--- config.mk ---
export PLATFORM = sky130hd
export DESIGN_NAME = reg_wb_arbiter
export DESIGN_NICKNAME = d
export VERILOG_FILES = /design/src/rtl/rv_pkg.sv /design/src/rtl/wb_fifo.sv /design/src/rtl/reg_wb_arbiter.sv
export SDC_FILE = /design/constraint.sdc
export NUM_CORES = 1
export LEC_CHECK = 0
export BUFFER_PORTS_ARGS = -buffer_cell sky130_fd_sc_hd__buf_2
export CORE_ASPECT_RATIO = 1.2
export CORE_MARGIN = 5
export CORE_UTILIZATION = 30
export DETAILED_ROUTE_END_ITERATION = 8
export MAX_ROUTING_LAYER = met4
export PLACE_DENSITY = 0.52
export SETUP_SLACK_MARGIN = 0.15
export SLEW_MARGIN = 25
export SYNTH_ARGS = -nofsm -noshare
export SYNTH_HDL_FRONTEND = slang
export SYNTH_HIERARCHICAL = 1
export SYNTH_SLANG_ARGS = --single-unit
--- constraint.sdc ---
create_clock -name clk -period 6.2 [get_ports clk]
set_clock_uncertainty 0.2 [all_clocks]
set_input_delay 0.62 -clock clk [delete_from_list [all_inputs] [get_ports clk]]
set_output_delay 0.62 -clock clk [all_outputs]
set_load 0.1 [all_outputs]
--- src/rtl/rv_pkg.sv ---
// Shared register-file types: widths, the x0 constant and the writeback entry.
package rv_pkg;
  localparam int XLEN = 32;
  localparam int AW   = 5;
  localparam logic [AW-1:0] REG_ZERO = '0;

  typedef struct packed {
    logic [AW-1:0]   rd;
    logic [XLEN-1:0] data;
  } wb_entry_t;
endpackage

--- src/rtl/wb_fifo.sv ---
// In-order FIFO of writeback entries. Storage and per-slot valid bits are
// exported so the forwarding compare can scan every queued write.
module wb_fifo
  import rv_pkg::*;
#(
  parameter int DEPTH = 4,
  localparam int PW = $clog2(DEPTH),
  localparam int CW = PW + 1
) (
  input  logic                  clk,
  input  logic                  rst,
  input  logic                  push,
  input  wb_entry_t             din,
  input  logic                  pop,
  output wb_entry_t             head,
  output logic                  empty,
  output logic                  full,
  output wb_entry_t [DEPTH-1:0] ents,
  output logic [DEPTH-1:0]      vld,
  output logic [PW-1:0]         rptr
);
  logic [PW-1:0] wptr;
  logic [CW-1:0] count;

  // Pointers wrap naturally; push+pop together leaves count unchanged.
  always_ff @(posedge clk) begin
    if (rst) begin
      rptr  <= '0;
      wptr  <= '0;
      count <= '0;
    end else begin
      if (push) begin
        ents[wptr] <= din;
        wptr       <= wptr + PW'(1);
      end
      if (pop) rptr <= rptr + PW'(1);
      case ({push, pop})
        2'b10:   count <= count + CW'(1);
        2'b01:   count <= count - CW'(1);
        default: count <= count;
      endcase
    end
  end

  // A slot is live when its distance from the read pointer is below count.
  always_comb begin
    logic [PW-1:0] offs;
    offs = '0;
    vld  = '0;
    for (int i = 0; i < DEPTH; i++) begin
      offs   = PW'(i) - rptr;
      vld[i] = {1'b0, offs} < count;
    end
  end

  assign head  = ents[rptr];
  assign empty = (count == '0);
  assign full  = (count == CW'(DEPTH));
endmodule

--- src/rtl/reg_wb_arbiter.sv ---
// Write-port front end for reg_file: loads win, ALU results queue in a FIFO,
// and every in-flight write is visible to decode for forwarding/stall.
module reg_wb_arbiter #(
  parameter int XLEN  = rv_pkg::XLEN,
  parameter int AW    = rv_pkg::AW,
  parameter int DEPTH = 4
) (
  input  logic            clk,
  input  logic            rst,
  input  logic            alu_valid,
  output logic            alu_ready,
  input  logic [AW-1:0]   alu_rd,
  input  logic [XLEN-1:0] alu_data,
  input  logic            ld_valid,
  input  logic [AW-1:0]   ld_rd,
  input  logic [XLEN-1:0] ld_data,
  output logic [AW-1:0]   A3,
  output logic [XLEN-1:0] wd3,
  output logic            we3,
  input  logic [AW-1:0]   rs1,
  input  logic [AW-1:0]   rs2,
  output logic            pend1,
  output logic            pend2,
  output logic [XLEN-1:0] byp1,
  output logic [XLEN-1:0] byp2,
  output logic            wb_conflict
);
  import rv_pkg::*;

  localparam int PW = $clog2(DEPTH);

  wb_entry_t             alu_ent, head;
  wb_entry_t [DEPTH-1:0] ents;
  logic [DEPTH-1:0]      vld;
  logic [PW-1:0]         rptr;
  logic                  empty, full;
  logic                  ld_sel, push, pop, ld_hit;

  // Writes to x0 are dropped on both sources; x0 ALU results still handshake.
  assign ld_sel    = ld_valid && (ld_rd != REG_ZERO);
  assign alu_ready = !full;
  assign push      = alu_valid && alu_ready && (alu_rd != REG_ZERO);
  assign pop       = !ld_sel && !empty;
  assign alu_ent   = '{rd: alu_rd, data: alu_data};

  wb_fifo #(.DEPTH(DEPTH)) u_fifo (
    .clk   (clk),
    .rst   (rst),
    .push  (push),
    .din   (alu_ent),
    .pop   (pop),
    .head  (head),
    .empty (empty),
    .full  (full),
    .ents  (ents),
    .vld   (vld),
    .rptr  (rptr)
  );

  // Output register: load first, else FIFO head; A3/wd3 hold when idle.
  always_ff @(posedge clk) begin
    if (rst) begin
      we3 <= 1'b0;
      A3  <= '0;
      wd3 <= '0;
    end else if (ld_sel) begin
      we3 <= 1'b1;
      A3  <= ld_rd;
      wd3 <= ld_data;
    end else if (!empty) begin
      we3 <= 1'b1;
      A3  <= head.rd;
      wd3 <= head.data;
    end else begin
      we3 <= 1'b0;
    end
  end

  // A load whose rd is already queued breaks the no-WAW upstream contract.
  always_comb begin
    ld_hit = 1'b0;
    for (int i = 0; i < DEPTH; i++)
      if (vld[i] && ents[i].rd == ld_rd) ld_hit = 1'b1;
  end

  // Sticky conflict flag, cleared only by reset.
  always_ff @(posedge clk) begin
    if (rst) wb_conflict <= 1'b0;
    else if (ld_sel && ld_hit) wb_conflict <= 1'b1;
  end

  // Forwarding scan: output register first, then FIFO oldest->newest so the
  // newest matching entry is the one left standing.
  always_comb begin
    logic [PW-1:0] idx;
    idx   = '0;
    pend1 = 1'b0;
    pend2 = 1'b0;
    byp1  = '0;
    byp2  = '0;
    if (we3 && A3 == rs1) begin pend1 = 1'b1; byp1 = wd3; end
    if (we3 && A3 == rs2) begin pend2 = 1'b1; byp2 = wd3; end
    for (int k = 0; k < DEPTH; k++) begin
      idx = rptr + PW'(k);
      if (vld[idx] && ents[idx].rd == rs1) begin pend1 = 1'b1; byp1 = ents[idx].data; end
      if (vld[idx] && ents[idx].rd == rs2) begin pend2 = 1'b1; byp2 = ents[idx].data; end
    end
    if (rs1 == REG_ZERO) begin pend1 = 1'b0; byp1 = '0; end
    if (rs2 == REG_ZERO) begin pend2 = 1'b0; byp2 = '0; end
  end
endmodule

==> results of run 1 <==
==> worst max-delay path, cell delays in order, from the launching register on <==
cell and delay [ps]:
sky130_fd_sc_hd__dfxtp_4 750, sky130_fd_sc_hd__xnor2_1 210, sky130_fd_sc_hd__inv_1 70, sky130_fd_sc_hd__ha_1 270
sky130_fd_sc_hd__a21oi_1 110, sky130_fd_sc_hd__or2_2 140, sky130_fd_sc_hd__mux2_2 160, sky130_fd_sc_hd__mux2_2 180
sky130_fd_sc_hd__nand4_1 140, sky130_fd_sc_hd__nor3_4 370, sky130_fd_sc_hd__or3b_1 800, sky130_fd_sc_hd__buf_4 370
sky130_fd_sc_hd__o32a_1 300, sky130_fd_sc_hd__o21ai_0 180, sky130_fd_sc_hd__buf_12 230
==> final timing paths <==
kind                         from               to  slack, ps
setup / recovery   u_fifo/rptr[1]         byp2[13]        590
hold / removal       alu_data[31]  u_fifo/ents[68]        160
setup reg to reg  u_fifo/count[0]  u_fifo/ents[77]       2870
hold reg to reg       wb_conflict      wb_conflict        310
==> layer usage <==
| metal | vias up | track usage | share of wire |
|---|---|---|---|
| met5 | - | - | 0 |
| met3 | 99 | 0.0336 | 0.065 |
| li1 | 5853 | - | - |
| met1 | 6487 | 0.244 | 0.42 |
| met2 | 536 | 0.323 | 0.49 |
| met4 | 0 | 0.0711 | 0.031 |
==> sequential cells by signal (all words and copies together), names as in the netlist <==
register	cells
u_fifo/ents	148
wd3	32
A3	5
u_fifo/count	3
u_fifo/rptr	2
u_fifo/wptr	2
wb_conflict	1
we3	1
==> power by group <==
group,switching [mW],internal (mW)
clock network,0.543,0.696
logic,3.27,1.55
registers,0.169,1.53
==> cell usage after synthesis, types with 6 or more instances <==
cell	n	area, um2
sky130_fd_sc_hd__o31ai_1	24	180
sky130_fd_sc_hd__mux4_2	45	1010
sky130_fd_sc_hd__o22a_1	26	228
sky130_fd_sc_hd__o2bb2a_1	24	240
sky130_fd_sc_hd__a221oi_2	10	150
sky130_fd_sc_hd__a21oi_1	51	255
sky130_fd_sc_hd__clkbuf_1	71	267
sky130_fd_sc_hd__o21ai_0	32	160
sky130_fd_sc_hd__a221oi_1	51	447
sky130_fd_sc_hd__mux2i_1	165	1650
sky130_fd_sc_hd__nor3_1	18	90.1
sky130_fd_sc_hd__and2_1	10	62.6
sky130_fd_sc_hd__nor2b_1	32	200
sky130_fd_sc_hd__inv_1	37	139
sky130_fd_sc_hd__mux2_2	41	462
sky130_fd_sc_hd__or3_1	6	37.5
sky130_fd_sc_hd__a31oi_1	7	43.8
sky130_fd_sc_hd__xor2_1	42	368
sky130_fd_sc_hd__ha_1	9	113
sky130_fd_sc_hd__nor4_1	6	37.5
sky130_fd_sc_hd__a21o_1	7	52.6
sky130_fd_sc_hd__a221o_1	29	290
sky130_fd_sc_hd__or2_2	9	56.3
sky130_fd_sc_hd__buf_2	35	175
sky130_fd_sc_hd__nand3_1	7	35.0
sky130_fd_sc_hd__nand2_1	127	477
sky130_fd_sc_hd__o21ai_1	28	140
sky130_fd_sc_hd__a211oi_1	62	465
sky130_fd_sc_hd__dfxtp_1	46	921
sky130_fd_sc_hd__buf_6	10	113
sky130_fd_sc_hd__edfxtp_1	148	4440
sky130_fd_sc_hd__nor2_1	105	394
sky130_fd_sc_hd__mux4_1	7	184
sky130_fd_sc_hd__o211ai_1	7	52.6
sky130_fd_sc_hd__buf_1	16	60.1
sky130_fd_sc_hd__xnor2_1	35	307
==> placed cells by master, fill, tap and decap left out, types with 9 or more instances in the layout <==
cell type,instances
sky130_fd_sc_hd__xor2_1,42
sky130_fd_sc_hd__nor2b_1,32
sky130_fd_sc_hd__mux2_2,41
sky130_fd_sc_hd__a221oi_1,51
sky130_fd_sc_hd__mux2i_1,165
sky130_fd_sc_hd__o21ai_0,31
sky130_fd_sc_hd__o22a_1,26
sky130_fd_sc_hd__inv_1,37
sky130_fd_sc_hd__nand2_1,127
sky130_fd_sc_hd__a211oi_1,62
sky130_fd_sc_hd__buf_12,58
sky130_fd_sc_hd__mux4_2,45
sky130_fd_sc_hd__dfxtp_1,44
sky130_fd_sc_hd__a221oi_2,10
sky130_fd_sc_hd__nor3_1,17
sky130_fd_sc_hd__or2_2,9
sky130_fd_sc_hd__o21ai_1,28
sky130_fd_sc_hd__a221o_1,29
sky130_fd_sc_hd__nor2_1,103
sky130_fd_sc_hd__a21oi_1,51
sky130_fd_sc_hd__o2bb2a_1,24
sky130_fd_sc_hd__clkbuf_16,17
sky130_fd_sc_hd__xnor2_1,35
sky130_fd_sc_hd__ha_1,9
sky130_fd_sc_hd__buf_2,135
sky130_fd_sc_hd__buf_4,34
sky130_fd_sc_hd__o31ai_1,23
sky130_fd_sc_hd__edfxtp_1,148
==> metrics by stage <==
step | area (um2) | power, mW | hold WS, ps | cells
5_1_grt | 18000 | 8.12 | 143 | 2231
3_3_place_gp | 17400 | 6.46 | 295 | 2195
4_1_cts | 18000 | 7.76 | 133 | 2227
3_5_place_dp | 17400 | 6.50 | 303 | 2195
6_report | 18000 | 7.75 | 161 | 2231
2_1_floorplan | 15100 | 5.23 | 281 | 1467
==> kinds of logic after synthesis <==
logic type,after synthesis,synth area share
XOR/XNOR,78,0.0456
flip-flops,194,0.354
AO/OA/AOI/OAI,395,0.203
AND/OR/NAND/NOR,347,0.106
multiplexers,262,0.223
adder cells (fa/ha/maj),10,0.00876
buffers and inverters,181,0.0594
==> final cells by class <==
class                           instances  area, um2
Tap cell                              644        806
Inverter                               38        144
Multi-Input combinational cell       1092       8950
Sequential cell                       194       5370
Clock buffer                           19        443
Antenna cell                            4       10.0
Timing Repair Buffer                  227       2090
Clock inverter                         13        198
Fill cell                            4975      32100
==> impl_metrics.env, run 1 <==
export IMPL_clk_transition_reported_paths_ps=80
export IMPL_grt_setup_unrepaired="false"
export IMPL_timing_setup_critical_path_class="flop to output port"
export IMPL_drt_total_wl_mm=54.7
export IMPL_cp_data_arrival_time_ps=4790
export IMPL_grt_remaining_overflow=0
export IMPL_timing_final_hold_violations=0
export IMPL_worst_ir_drop_vdd_mv=0.277
export IMPL_start_kind="flop"
export IMPL_cts_root_buffer_cell="sky130_fd_sc_hd__clkbuf_16"
export IMPL_detail_route_drc_violations=0
export IMPL_post_route_cells_drive_above_1_share=0.252
export IMPL_post_drt_wl_per_cell_um=24.5
export IMPL_synth_enable_flop_cells=148
export IMPL_timing_critical_path_fanout_max=43
export IMPL_slew_viol_final=0
export IMPL_cts_repair_timing_setup_buffer_count=0
export IMPL_core_area_um2=50100
export IMPL_global_route_usage_total=0.196
export IMPL_critical_path_required_ps=5380
export IMPL_grt_first_pass_wirelength_mm=81.2
export IMPL_drt_pre_antenna_iters=6
export IMPL_hold_class="input port to flop"
export IMPL_hold_buffers=0
export IMPL_utilization=0.360
export IMPL_globalplace_congestion=0.938
export IMPL_synth_area_um2=15100
export IMPL_cts_htree_levels=4
export IMPL_outcome="completed"
export IMPL_drt_iter0_drc=1086
export IMPL_synth_warnings=6
export IMPL_detailroute_via_count=13000
export IMPL_die_h_um=256
export IMPL_r2r_worst_path_cells=8
export IMPL_hold_path_cell_count=1
export IMPL_vias_in_the_first_global_route=12900
export IMPL_flow_area_growth_from_synthesis_pct=19.0
export IMPL_setup_worst_path_end_class="output port"
export IMPL_power_density_nw_per_um2=430
export IMPL_synthesized_instance_count=1467
export IMPL_max_freq_mhz=178
export IMPL_finalSetupTns_ps=0
export IMPL_detailed_placer_s_ending_hpwl_mm=36.6
export IMPL_antenna_found_initial=5
export IMPL_maximum_number_of_pins_on_one_net_before_global_route_repair=89
export IMPL_drtAntennaViolNets=0
export IMPL_drt_vias_per_instance=5.82
export IMPL_final_setup_viol_count=0
export IMPL_timing_slew_headroom=0.287
export IMPL_synthesis_nets=1565
export IMPL_place_ws_ps=1130
export IMPL_start_util=0.302
export IMPL_max_cap_violations=0
export IMPL_cts_repair_resized=0
export IMPL_io_pin_count=194
export IMPL_postLayoutSetupSlackWorst_ps=586
export IMPL_worst_pin_slew_ps=1070
export IMPL_yosysUniqueCellTypes=77
export IMPL_syn_avg_cell_area_um2=10.3
export IMPL_number_of_input_and_output_port_buffers_inserted=193
export IMPL_ys_flop_type="sky130_fd_sc_hd__edfxtp_1"
export IMPL_yosysSeqAreaShare=0.354
export IMPL_clk_insertion_delay_late_ps=470
export IMPL_die_width_um=215
export IMPL_fin_crit_sh=0.905
export IMPL_yosys_register_bits=194
export IMPL_fp_row_count=90
export IMPL_total_nets_final=1668
export IMPL_synthArstFlopShare=0
export IMPL_tritoncts_clock_tree="yes"
export IMPL_power_leakage_nw=6.26
export IMPL_floorplan_die_area_um2=55100
export IMPL_total_cts_buffers=17
export IMPL_cts_sinks=194
export IMPL_period_needed_ps=5610
export IMPL_clock_path_buffers=2
Power figures use the tool's default switching activity.
==> inputs of run 2 (changes only) <==
--- a/config.mk
+++ b/config.mk
@@ -10,4 +10,5 @@
 export CORE_MARGIN = 5
 export CORE_UTILIZATION = 30
+export CTS_CLUSTER_SIZE = 20
 export DETAILED_ROUTE_END_ITERATION = 8
 export MAX_ROUTING_LAYER = met4
--- a/constraint.sdc
+++ b/constraint.sdc
@@ -3,3 +3,3 @@
 set_input_delay 0.62 -clock clk [delete_from_list [all_inputs] [get_ports clk]]
 set_output_delay 0.62 -clock clk [all_outputs]
-set_load 0.1 [all_outputs]
+set_load 0.02 [all_outputs]
==> run 2 against run 1 <==
Sequential share of layout area up 1.7 points. Critical path depth down 4. Routed wire length down 1.2%. Worst setup slack better by 10 ps.
==> impl_metrics.env, run 2 (synthesis gave the netlist of run 1 again) <==
export IMPL_outcome="completed"
export IMPL_total_nets_final=1670
export IMPL_fin_total_pwr_mw=6.44
export IMPL_hold_path_cell_count=1
export IMPL_io_pin_count=194
export IMPL_detailroute_via_count=13000
export IMPL_grt_use_met2=0.319
export IMPL_cts_repair_resized=0
export IMPL_num_fill_cells=5022
export IMPL_timing_critical_path_fanout_max=43
export IMPL_drt_iter0_drc=996
export IMPL_hold_path_startpoint="alu_data[27]"
export IMPL_start_util=0.302
export IMPL_setup_worst_path_end_class="output port"
export IMPL_slew_viol_final=0
export IMPL_ff_latch_area_um2=5370
export IMPL_floorplan_die_area_um2=55100
export IMPL_grt_first_pass_wirelength_mm=81.4
export IMPL_share_of_total_power_consumed_by_net_switching=0.477
export IMPL_post_drt_wl_per_cell_um=24.2
export IMPL_post_route_cells_drive_above_1_share=0.253
export IMPL_worst_pin_slew_ps=1020
export IMPL_max_flop_register="u_fifo/ents"
export IMPL_clk_transition_reported_paths_ps=80
export IMPL_hold_buffers=0
export IMPL_drt_pre_antenna_iters=6
export IMPL_finalSetupTns_ps=0
export IMPL_grt_remaining_overflow=0
export IMPL_globalRoute_busiestLayer="met2"
export IMPL_global_route_usage_total=0.196
export IMPL_cell_internal_pwr_mw=3.37
export IMPL_worst_ir_drop_vdd_mv=0.456
export IMPL_antenna_found_initial=3
export IMPL_maximum_number_of_pins_on_one_net_before_global_route_repair=82
export IMPL_clk_insertion_delay_late_ps=480
export IMPL_largestRegisters="u_fifo/ents (148), wd3 (32), A3 (5)"
export IMPL_netSwitchingPower_mw=3.07
export IMPL_core_area_um2=50100
export IMPL_fin_crit_sh=0.904
export IMPL_power_density_nw_per_um2=377
export IMPL_globalplace_congestion=0.932
export IMPL_min_delay_worst_endpoint="u_fifo/ents[101]"
export IMPL_timing_slew_headroom=0.321
export IMPL_met1_usage=0.243
export IMPL_flow_area_growth_from_synthesis_pct=12.8
export IMPL_met3_usage=0.0348
export IMPL_layout_common_cells="193 x sky130_fd_sc_hd__buf_2, 165 x sky130_fd_sc_hd__mux2i_1, 148 x sky130_fd_sc_hd__edfxtp_1"
export IMPL_period_needed_ps=5600
export IMPL_drtAntennaViolNets=0
export IMPL_power_leakage_nw=6.07
export IMPL_final_setup_viol_count=0
export IMPL_fp_row_count=90
export IMPL_total_cts_buffers=17
export IMPL_sequentialPowerShare=0.264
export IMPL_drt_vias_per_instance=5.82
export IMPL_timing_setup_critical_path_class="flop to output port"
export IMPL_critical_path_required_ps=5380
export IMPL_cts_sinks=194
export IMPL_start_kind="flop"
export IMPL_detail_route_drc_violations=0
export IMPL_die_h_um=256
export IMPL_path_common_cell="sky130_fd_sc_hd__buf_4"
export IMPL_final_common_cell="sky130_fd_sc_hd__buf_2"
export IMPL_max_cap_violations=0
export IMPL_share_of_power_burned_in_the_clock_network=0.167
export IMPL_reg2reg_to="wd3[21]"
export IMPL_multi_input_comb_area_um2=8950
export IMPL_timing_rr_start="u_fifo/rptr[0]"
export IMPL_cts_htree_levels=4
export IMPL_tritoncts_clock_tree="yes"
export IMPL_flip_flop_count_of_the_largest_register_after_layout=148
export IMPL_detailed_placer_s_ending_hpwl_mm=36.3
export IMPL_r2r_worst_path_cells=5
export IMPL_max_freq_mhz=178
export IMPL_power_combinational_fraction=0.569
export IMPL_die_width_um=215
export IMPL_grt_setup_unrepaired="false"
export IMPL_setup_reg_to_reg_worst_slack_ps=3200
export IMPL_hold_class="input port to flop"
export IMPL_drt_total_wl_mm=54.0
export IMPL_cts_repair_timing_setup_buffer_count=0
export IMPL_timing_final_hold_violations=0
export IMPL_vias_in_the_first_global_route=12900
export IMPL_number_of_input_and_output_port_buffers_inserted=193
export IMPL_crit_path_max_incr_delay_ps=740
export IMPL_worst_path_max_delay_cell="sky130_fd_sc_hd__dfxtp_4"
export IMPL_critical_path_cell_list="buf_4 > mux2_4 > xor2_1 > or4_1 > o211ai_2 > nor3b_4 > buf_4 > a221oi_1 > o31ai_1 > buf_2"
export IMPL_cp_data_arrival_time_ps=4780
export IMPL_clock_path_buffers=2
export IMPL_cts_root_buffer_cell="sky130_fd_sc_hd__clkbuf_16"
## run 2: changes by cell type in the layout (fill, tap and decap cells not counted), sizes merged
cell,change
buf,+2
clkbuf,-2
clkinvlp,+2
bufinv,-4
clkinv,+1
inv,+3
## run 2: power by group through the flow
stage               Sequential (mW)  Clock (mW)  Combinational (mW)
CTS                            1.70        1.11                3.66
detailed placement             1.73           0                3.63
floorplan                      1.70           0                2.66
finish                         1.70        1.08                3.66
global placement               1.72           0                3.61
global route                   1.72        1.16                3.95
## run 2: worst max-delay path by stage
| stage | from | endpoint | slack, ps | depth (start not counted) |
|---|---|---|---|---|
| 6_report | u_fifo/rptr[1] | byp1[17] | 600 | 10 |
| 5_1_grt | u_fifo/rptr[0] | byp1[17] | 340 | 10 |
| 4_1_cts | u_fifo/rptr[1] | byp1[17] | 620 | 10 |
| 3_5_place_dp | u_fifo/rptr[1] | byp1[17] | 1150 | 10 |
| 3_3_place_gp | u_fifo/rptr[1] | byp1[17] | 1210 | 10 |
| 2_1_floorplan | u_fifo/rptr[0] | byp1[21] | 1890 | 15 |
## run 2: critical path: cells and delay by family (launching register included)
family / cells / cell delay [ps]
AOI/OAI and AO/OA: 3 / 740
xor gates and xnor gates: 1 / 170
buffers and inverters: 3 / 1080
DFF: 1 / 740
muxes: 1 / 350
and+or+nand+nor: 2 / 1230
## run 2: area by class of cell
cell class | instances | area share
antenna | 4 | 0.000586
clock buffer | 17 | 0.0249
clock inverter | 15 | 0.00718
inverter | 38 | 0.00843
multi-input combinational | 1092 | 0.524
sequential | 194 | 0.315
tap | 644 | 0.0472
timing repair buffer | 229 | 0.0726
## run 2: metrics by stage
stage                     cells  setup slack, ps  hold WS, ps  utilization  instance area, um2
after global placement     2197             1210          285        0.329               16500
after CTS                  2229              617          135        0.340               17100
final                      2233              596          158        0.341               17100
after global routing       2232              339          148        0.341               17100
after detailed placement   2197             1150          289        0.329               16500
after floorplan            1467             1890          281            -               15100
## run 2: routing by layer
metal	up-vias	wire length [um]
li1	5860	-
met1	6505	22900
met2	526	26100
met3	102	3170
met4	0	1800
met5	-	0
